===== src/rtl/firebird7_in_gate1_tessent_tdr_data_mux_ctrl.sv =====
// IJTAG test data register for the gate1 data-mux: drives mux select/override data
// from the update register and captures the observed mux output for readback.
module firebird7_in_gate1_tessent_tdr_data_mux_ctrl #(
   parameter int unsigned            WIDTH      = 3,
   parameter logic [WIDTH-1:0]       RESET_DATA = '0
) (
   input  logic             ijtag_tck,
   input  logic             ijtag_reset,
   input  logic             ijtag_sel,
   input  logic             ijtag_ce,
   input  logic             ijtag_se,
   input  logic             ijtag_ue,
   input  logic             ijtag_si,
   output logic             ijtag_so,
   input  logic [WIDTH-1:0] functional_data_in,
   output logic             ijtag_select,
   output logic [WIDTH-1:0] ijtag_data_in
);

   localparam int unsigned SR_W = WIDTH + 1;

   logic [SR_W-1:0] sr;
   logic [SR_W-1:0] ur;
   logic            so_r;

   // Capture/shift on the rising edge; capture wins, the current select is read back.
   always_ff @(posedge ijtag_tck or negedge ijtag_reset) begin
      if (!ijtag_reset) begin
         sr <= '0;
      end else if (ijtag_sel && ijtag_ce) begin
         sr <= {ur[WIDTH], functional_data_in};
      end else if (ijtag_sel && ijtag_se) begin
         sr <= {ijtag_si, sr[SR_W-1:1]};
      end
   end

   // Update and scan-out retiming on the falling edge.
   always_ff @(negedge ijtag_tck or negedge ijtag_reset) begin
      if (!ijtag_reset) begin
         ur   <= {1'b0, RESET_DATA};
         so_r <= 1'b0;
      end else begin
         if (ijtag_sel && ijtag_ue) begin
            ur <= sr;
         end
         so_r <= sr[0];
      end
   end

   assign ijtag_so      = so_r;
   assign ijtag_select  = ur[WIDTH];
   assign ijtag_data_in = ur[WIDTH-1:0];

endmodule


===== config.mk =====
export PLATFORM = sky130hd
export DESIGN_NAME = firebird7_in_gate1_tessent_tdr_data_mux_ctrl
export DESIGN_NICKNAME = d
export VERILOG_FILES = /design/src/rtl/firebird7_in_gate1_tessent_tdr_data_mux_ctrl.sv
export SDC_FILE = /design/constraint.sdc
export NUM_CORES = 1
export LEC_CHECK = 0
export CAP_MARGIN = 5
export CORE_AREA = 4 4 41 43
export CTS_CLUSTER_SIZE = 20
export DETAILED_ROUTE_END_ITERATION = 12
export DIE_AREA = 0 0 45 47
export GPL_ROUTABILITY_DRIVEN = 0
export GPL_TIMING_DRIVEN = 0
export PLACE_DENSITY = 0.69
export SYNTH_ARGS = -nofsm -noshare
export SYNTH_HDL_FRONTEND = slang
export SYNTH_SLANG_ARGS = --single-unit

===== constraint.sdc =====
create_clock -name ijtag_tck -period 0.9 [get_ports ijtag_tck]
set_input_delay 0.18 -clock ijtag_tck [delete_from_list [all_inputs] [get_ports ijtag_tck]]
set_output_delay 0.18 -clock ijtag_tck [all_outputs]
set_load 0.1 [all_outputs]

## After elaboration in Yosys (flattened, before gate mapping)

Cells that the tools add are included.

- Muxes and demuxes: 2
- Reductions and logical operators: 4

Operators by type and width:

| cell | number |
|---|---|
| $mux 4 | 2 |
| $logic_and 1x1->1 | 3 |
| $reduce_bool 2->1 | 1 |

- Flip-flop bits (word level): 9
- Output and inout port bits: 5
- Logic and storage cells: 9

## Longest topological paths before layout

Gate-level depths: netlist of run 1.

- Word-level depth: 3
- Mapped depth: 4

==> results.tsv, run 1 <==
metric	value	unit
hold_path.class	input pin to async pin	
std_cell_rows	13	
clk_pin_slew	0.05	ns
worst_slack	-0.6709	ns
worstMarginPinSlew	0.2822	ns
diodes	0	
syn-num-nets	43	
area.growth.synth_to_final	89.52	%
crit_buf_inv	1	
hold_viol_final	0	
ys_ff_latch	9	
grt_pass1_wl	1.538	mm
htreeDepth	1	
die_width	45	µm
worstPathCellList	buf_12	
setup_tns	-5.331	ns
drt_first_pass_iters	2	
post-route-drc-count	0	
fill_cells	126	
final_cell_mix	nor3_2 (6), nor3_1 (6), buf_4 (6), dfrtn_1 (5), buf_12 (5)	
worstReg2RegEnd	sr[3]$_DFFE_PN0P_	
powerDensity	2650	mW/mm²
synth_cell_types	8	
ant_nets	0	
crit_slowest_cell	dfrtn_1	
avgSynthCellArea	11.94	µm²
initial_core_util	30.29	%
p_leak	0.0003339	µW
reg2reg_slack	-0.55	ns
slew_viol_final	0	
worstSetupEndpoint	ijtag_select	
crit_path_end_kind	primary output	
dieHeight	47	µm
power	1979	µW
wl_per_cell	13.77	µm
track_usage	11.08	%
antenna_found_initial	0	
run_status	finished, violations left	
io_buffers	13	
cts_sinks	9	
ios	15	
synth_area	394.1	µm²
arrival	1.39	ns
ys_warn_count	0	
cts_buffer_depth	2	
drt-initial-drc-count	1	
startpoint	ur[3]$_DFFE_NN0P_	
rsz0062_at_grt	yes	
clk_latency	0.26	ns
ir_drop	0.001261	V
violations	negative setup slack	
core_area	0.001301	mm²
finalNetCount	71	
grt_overflow_total	0	
synthCells	33	
viasPerCell	4.893	
r2r.worst_path.cells	4	
fin_cells	75	
setup_viol	12	
cp-start-kind	flip-flop	
cp_max_fo	2	
cts_tree	yes	
cap_violations	0	
path_class	flip-flop to primary output	
drive_gt1_share	51.67	%
required	0.72	ns
vias	367	
skew	0.009238	ns
wl	1.033	mm
die_area	0.002115	mm²
finalCoreUtilization	57.40	%
grt_max_degree	10	
r2r-start	ur[3]$_DFFE_NN0P_	
worst_path_dominant_cell_family	flip-flops	
path_depth	1	
first_global_vias	354	
place_inst	61	
cts_root_buffer	clkbuf_4	
slowest_delay	0.47	ns
seq_area_frac_synth	57.14	%
relSlewSlack	81.16	%
numCtsBuffers	3	
==> per-layer routing <==
layer	vias to the layer above	wire length (µm)	GRT usage, %
met5	-	0	0
met4	0	38	10.53
met3	4	71	3.831
met2	16	471	14.97
met1	169	452	13.52
li1	178	-	-
==> worst min-delay path by stage <==
stage / startpoint / endpoint / slack [ns] / depth (start not counted)
5_1_grt: ijtag_reset / ur[3]$_DFFE_NN0P_ / 0.11 / 1
6_report: ijtag_reset / ur[3]$_DFFE_NN0P_ / 0.10 / 1
3_5_place_dp: ur[1]$_DFFE_NN0P_ / ur[1]$_DFFE_NN0P_ / 0.46 / 1
4_1_cts: ijtag_reset / sr[3]$_DFFE_PN0P_ / 0.23 / 1
3_3_place_gp: ur[1]$_DFFE_NN0P_ / ur[1]$_DFFE_NN0P_ / 0.46 / 1
2_1_floorplan: ijtag_reset / sr[0]$_DFFE_PN0P_ / -0.12 / 0
==> worst register-to-register path, delay by kind of cell (launching register included) <==
family | cells | cell delay [ns]
AO/OA/AOI/OAI | 1 | 0.05
buffers and inverters | 2 | 0.22
flip-flops | 1 | 0.47
AND/OR/NAND/NOR | 1 | 0.17
==> registers in the layout, summed over array words and instances (netlist names) <==
register  flops
ijtag_so      1
sr            4
ur            4
==> synthesized netlist by cell type <==
library cell / n / area [µm²]
nand2_4: 1 / 11.26
buf_2: 1 / 5.000
nor3_1: 12 / 60.06
dfrtn_1: 5 / 125.1
o22ai_1: 4 / 25.02
mux2_4: 4 / 60.06
nand2_1: 2 / 7.510
dfrtp_1: 4 / 100.1
==> stage by stage <==
stage,area (µm²),setup slack [ns],hold slack (ns)
after detailed placement,543.0,-1.287,0.4633
after CTS,674.4,-0.6667,0.2280
after floorplan,394.1,-0.8844,-0.1156
after global placement,543.0,-1.304,0.4560
after global routing,747.0,-0.6991,0.1103
final,747.0,-0.6709,0.1007
==> power by group <==
part / leakage, µW / internal (µW) / switching [µW]
sequential: 0.000101 / 501 / 82.1
combinational: 0.000218 / 485 / 600
clock: 0.0000150 / 171 / 140
total: 0.000334 / 1160 / 822
==> cell type report <==
class | count | area (µm²) | area share (%)
repair buffers | 23 | 264.0 | 35.34
flip-flops and latches | 9 | 225.2 | 30.15
multi-input cells | 23 | 207.7 | 27.81
clock buffers | 4 | 26.28 | 3.518
well taps | 15 | 18.77 | 2.513
plain buffers | 1 | 5.005 | 0.6700
==> logic make-up (layout without fill, tap and decap cells) <==
logic type	Yosys count	in the layout	synth area share, %
and+or+nand+nor	15	15	20.00
muxes	4	4	15.24
AOI/OAI and AO/OA	4	4	6.348
buffers and inverters	1	28	1.269
DFF	9	9	57.14
==> repair_timing <==
| action | 4_1_cts | 5_1_grt |
|---|---|---|
| pin swaps | 0 | 4 |
| gates cloned | 0 | 0 |
| hold buffers | 0 | 1 |
| setup buffers | 7 | 2 |
| setup endpoints to repair | 14 | 19 |
| resized for setup | 51 | 13 |
| endpoints found under the hold margin | 0 | 4 |
Power figures use the tool's default switching activity.
==> run 2, diff against run 1 <==
==> constraint.sdc (replaced) <==
create_clock -name ijtag_tck -period 1.5 [get_ports ijtag_tck]
set_input_delay 0.3 -clock ijtag_tck [delete_from_list [all_inputs] [get_ports ijtag_tck]]
set_output_delay 0.3 -clock ijtag_tck [all_outputs]
set_load 0.1 [all_outputs]
==> results.tsv, run 2 (synthesis gave the netlist of run 1 again) <==
metric	value	unit	change
die_width	45	µm	unchanged
r2r.worst_path.cells	3		was 4
skew	0.008712	ns	was 0.009238 ns
drt-initial-drc-count	3		was 1
cp_max_fo	2		unchanged
crit_slowest_cell	dfrtn_1		unchanged
first_global_vias	340		was 354
run_status	finished, violations left		unchanged
viasPerCell	5.027		was 4.893
place_ws	-1.113	ns	was -1.287 ns
worstReg2RegEnd	sr[3]$_DFFE_PN0P_		unchanged
hold_path.class	input pin to async pin		unchanged
cts_root_buffer	clkbuf_4		unchanged
worstPathCellList	buf_12		unchanged
worst_slack	-0.4710	ns	was -0.6709 ns
crit_buf_inv	1		unchanged
relSlewSlack	73.33	%	was 81.16%
io_buffers	13		unchanged
area.growth.synth_to_final	72.06	%	was 89.52%
cts_sinks	9		unchanged
wl_per_cell	12.49	µm	was 13.77 µm
std_cell_rows	13		unchanged
grt_overflow_total	0		unchanged
drt_first_pass_iters	4		was 2
drive_gt1_share	41.38	%	was 51.67%
path_class	flip-flop to primary output		unchanged
diodes	0		unchanged
slowest_delay	0.46	ns	was 0.47 ns
worst_path_dominant_cell_family	flip-flops		unchanged
powerDensity	1686	mW/mm²	was 2650 mW/mm²
cp-start-kind	flip-flop		unchanged
dpl-instance-area	551.8	µm²	was 543.0 µm²
layout_commonest_cell	nor3_1		
initial_core_util	30.29	%	unchanged
grt_max_degree	10		unchanged
setup_viol	10		was 12
final_cell_mix	nor3_1 (12), buf_4 (8), clkdlybuf4s50_1 (6), dfrtn_1 (5), buf_12 (5)		was nor3_2 (6), nor3_1 (6), buf_4 (6), dfrtn_1 (5), buf_12 (5)
die_area	0.002115	mm²	unchanged
clk_pin_slew	0.06	ns	was 0.05 ns
wl	912	µm	was 1.033 mm
ir_drop	0.0007580	V	was 0.001261 V
ios	15		unchanged
reg2reg_slack	-0.13	ns	was -0.55 ns
setup_tns	-2.543	ns	was -5.331 ns
dieHeight	47	µm	unchanged
grt_pass1_wl	1.455	mm	was 1.538 mm
required	1.20	ns	was 0.72 ns
post-route-drc-count	0		unchanged
hold_viol_final	0		unchanged
antenna_found_initial	0		unchanged
finalInstanceArea	678.2	µm²	was 747.0 µm²
track_usage	10.14	%	was 11.08%
cap_violations	0		unchanged
whs	0.3317	ns	was 0.1007 ns
clk_latency	0.27	ns	was 0.26 ns
rsz0062_at_grt	yes		unchanged
finalNetCount	69		was 71
worstMarginPinSlew	0.3988	ns	was 0.2822 ns
cts_buffer_depth	2		unchanged
cts_hold_buf	0		unchanged
cts_tree	yes		unchanged
vias	367		unchanged
r2r-start	ur[3]$_DFFE_NN0P_		unchanged
core_area	0.001301	mm²	unchanged
numCtsBuffers	3		unchanged
htreeDepth	1		unchanged
arrival	1.67	ns	was 1.39 ns
crit_path_end_kind	primary output		unchanged
ant_nets	0		unchanged
slew_viol_final	0		unchanged
p_leak	0.0002994	µW	was 0.0003339 µW
violations	negative setup slack		unchanged
[run 2: cell type report]
class	count	area, µm²
multi-input cells	23	172.7
plain buffers	1	5.005
flip-flops and latches	9	225.2
clock buffers	4	26.28
fillers	132	623.1
repair buffers	21	230.2
well taps	15	18.77
[run 2: how the worst max path moves through the flow]
stage                       from  cells after the start                end  slack, ns
6_report       ur[3]$_DFFE_NN0P_                      1       ijtag_select      -0.47
5_1_grt        ur[0]$_DFFE_NN0P_                      1   ijtag_data_in[0]      -0.50
4_1_cts        ur[3]$_DFFE_NN0P_                      1       ijtag_select      -0.48
3_5_place_dp   ur[3]$_DFFE_NN0P_                      1       ijtag_select      -1.11
3_3_place_gp   ur[3]$_DFFE_NN0P_                      1       ijtag_select      -1.13
2_1_floorplan  ur[3]$_DFFE_NN0P_                      2  sr[3]$_DFFE_PN0P_      -0.58
[run 2: stage by stage]
step | total power, µW | instances | utilization [%]
floorplan | 674.2 | 33 | -
global placement | 789.9 | 61 | 42.40
detailed placement | 798.0 | 61 | 42.40
CTS | 1153 | 73 | 52.12
global route | 1187 | 73 | 52.12
finish | 1144 | 73 | 52.12
[run 2: worst reg2reg max path, cell delays in order (launching register included)]
cell and delay, ns:
dfrtn_1 0.46, buf_4 0.14, o22ai_1 0.06, nor3_1 0.14
[run 2: routing by layer]
metal,global-route usage [%],vias up,share of wire (%)
li1,-,173,-
met1,11.71,170,41
met2,14.69,22,44
met3,3.831,2,12
met4,8.772,0,2.3
met5,0,-,0
[run 2: timing repair]
action	in CTS	in global routing
buffers inserted	8	0
pin swaps	1	0
gates resized for setup	54	0
setup endpoints to repair	10	10
[run 2: power by group]
group,internal [µW],switching (µW)
registers,301,46.8
logic,265,345
clock network,102,84.1
total,668,475
==> run 3, diff against run 2 <==
--- a/config.mk
+++ b/config.mk
@@ -6,13 +6,16 @@
 export NUM_CORES = 1
 export LEC_CHECK = 0
 export CAP_MARGIN = 5
-export CORE_AREA = 4 4 41 43
+export CELL_PAD_IN_SITES_DETAIL_PLACEMENT = 0
+export CELL_PAD_IN_SITES_GLOBAL_PLACEMENT = 2
+export CORE_MARGIN = 4
+export CORE_UTILIZATION = 24
 export CTS_CLUSTER_SIZE = 20
 export DETAILED_ROUTE_END_ITERATION = 12
-export DIE_AREA = 0 0 45 47
 export GPL_ROUTABILITY_DRIVEN = 0
 export GPL_TIMING_DRIVEN = 0
-export PLACE_DENSITY = 0.69
+export PLACE_DENSITY = 0.83
+export SLEW_MARGIN = 20
 export SYNTH_ARGS = -nofsm -noshare
 export SYNTH_HDL_FRONTEND = slang
 export SYNTH_SLANG_ARGS = --single-unit
==> results.tsv, run 3 (synthesis gave the netlist of run 1 again) <==
metric	value	unit	change
std_cell_rows	14		was 13
die_width	48.53	µm	was 45 µm
arrival	1.67	ns	about the same
io_buffers	13		unchanged
grt_max_degree	10		unchanged
worst_slack	-0.4687	ns	was -0.4710 ns
skew	0.01002	ns	was 0.008712 ns
worstReg2RegEnd	sr[3]$_DFFE_PN0P_		unchanged
drt_first_pass_iters	4		unchanged
p_sw	488.8	µW	was 475.4 µW
area.growth.synth_to_final	74.60	%	was 72.06%
viasPerCell	4.760		was 5.027
die_area	0.002355	mm²	was 0.002115 mm²
first_global_vias	342		was 340
grt_pass1_wl	1.725	mm	was 1.455 mm
hold_viol_final	0		unchanged
switching_share	42.10	%	was 41.58%
p_int	672.4	µW	was 668.1 µW
run_status	finished, violations left		unchanged
drive_gt1_share	44.07	%	was 41.38%
p_clk_share	16.4	%	was 16.3%
slew_viol_final	0		unchanged
slowest_delay	0.46	ns	about the same
setup_viol	10		unchanged
crit_path_end_kind	primary output		unchanged
post-route-drc-count	0		unchanged
ios	15		unchanged
layout_commonest_cell	nor3_1		unchanged
cts_tree	yes		unchanged
path_class	flip-flop to primary output		unchanged
wl_per_cell	13.76	µm	was 12.49 µm
cp-start-kind	flip-flop		unchanged
hpwlAfterDp	654.7	µm	
relSlewSlack	71.84	%	was 73.33%
worstPathCellList	buf_12		unchanged
ant_nets	0		unchanged
core_area	0.001524	mm²	was 0.001301 mm²
rsz0062_at_grt	yes		unchanged
htreeDepth	1		unchanged
r2r.worst_path.cells	3		unchanged
final_cell_mix	nor3_1 (12), buf_4 (9), clkdlybuf4s50_1 (6), dfrtn_1 (5), buf_12 (5)		was nor3_1 (12), buf_4 (8), clkdlybuf4s50_1 (6), dfrtn_1 (5), buf_12 (5)
cts_sinks	9		unchanged
drt-initial-drc-count	6		was 3
worst_path_dominant_cell_family	flip-flops		unchanged
initial_core_util	25.86	%	was 30.29%
hold_path.class	input pin to async pin		unchanged
track_usage	9.557	%	was 10.14%
r2r-start	ur[3]$_DFFE_NN0P_		unchanged
antenna_found_initial	0		unchanged
crit_buf_inv	1		unchanged
crit_slowest_cell	dfrtn_1		unchanged
p_leak	0.0003069	µW	was 0.0002994 µW
whs	0.3402	ns	was 0.3317 ns
ir_drop	0.0005875	V	was 0.0007580 V
cap_violations	0		unchanged
seqPwrFrac	29.8	%	was 30.4%
finalNetCount	70		was 69
violations	negative setup slack		unchanged
required	1.20	ns	about the same
grt_overflow_total	0		unchanged
clk_pin_slew	0.06	ns	about the same
cts_buffer_depth	2		unchanged
reg2reg_slack	-0.10	ns	was -0.13 ns
vias	357		was 367
p_comb_share	53.8	%	was 53.3%
powerDensity	1687	mW/mm²	was 1686 mW/mm²
clk_latency	0.27	ns	about the same
cp_max_fo	2		unchanged
wl	1.032	mm	was 912 µm
diodes	0		unchanged
dieHeight	48.53	µm	was 47 µm
worstMarginPinSlew	0.4211	ns	was 0.3988 ns
finalCoreUtilization	45.16	%	was 52.12%
cts_root_buffer	clkbuf_4		unchanged
numCtsBuffers	3		unchanged
-- run 3: metrics by stage --
step | total power [µW] | area (µm²) | std cells | TNS, ns | setup slack (ns)
6_report | 1161 | 688.2 | 75 | -2.546 | -0.4687
5_1_grt | 1214 | 688.2 | 75 | -2.902 | -0.4945
4_1_cts | 1157 | 680.7 | 74 | -2.590 | -0.4761
3_5_place_dp | 797.8 | 553.0 | 62 | -9.560 | -1.112
3_3_place_gp | 790.7 | 553.0 | 62 | -9.456 | -1.111
2_1_floorplan | 674.2 | 402.9 | 33 | -3.397 | -0.5844
-- run 3: per-layer routing --
metal  vias up  share of wire [%]  track usage, %
met1       168                 45           11.34
met3         0                7.9           4.601
met2        14                 47           14.57
li1        175                  -               -
met5         -                  0               0
met4         0                  0           4.036
-- run 3: worst max path at each step --
| stage | startpoint | to | slack (ns) | depth (start not counted) |
|---|---|---|---|---|
| floorplan | ur[3]$_DFFE_NN0P_ | sr[3]$_DFFE_PN0P_ | -0.58 | 2 |
| global placement | ur[3]$_DFFE_NN0P_ | ijtag_select | -1.11 | 1 |
| detailed placement | ur[3]$_DFFE_NN0P_ | ijtag_select | -1.11 | 1 |
| CTS | ur[2]$_DFFE_NN0P_ | ijtag_data_in[2] | -0.48 | 1 |
| global route | ur[2]$_DFFE_NN0P_ | ijtag_data_in[2] | -0.49 | 1 |
| finish | ur[2]$_DFFE_NN0P_ | ijtag_data_in[2] | -0.47 | 1 |
-- run 3: cell type report --
cell class	instances	area [µm²]
plain buffers	1	5.005
clock inverters	1	5.005
multi-input cells	23	172.7
well taps	16	20.02
repair buffers	22	237.7
fillers	153	835.8
clock buffers	3	22.52
flip-flops and latches	9	225.2
-- run 3: timing repair --
item | in CTS | in global routing
hold buffers | 0 | 0
pin swaps | 0 | 0
endpoints found under the setup margin | 9 | 10
setup buffers | 8 | 1
hold endpoints to repair | 0 | 0
resized for setup | 54 | 0
-- run 3: power groups by stage --
| stage | clock network [µW] | registers, µW | logic, µW |
|---|---|---|---|
| after detailed placement | 0 | 348 | 450 |
| final | 190 | 346 | 625 |
| after CTS | 199 | 346 | 612 |
| after global placement | 0 | 344 | 446 |
| after global routing | 209 | 356 | 649 |
| after floorplan | 0 | 592 | 82.2 |
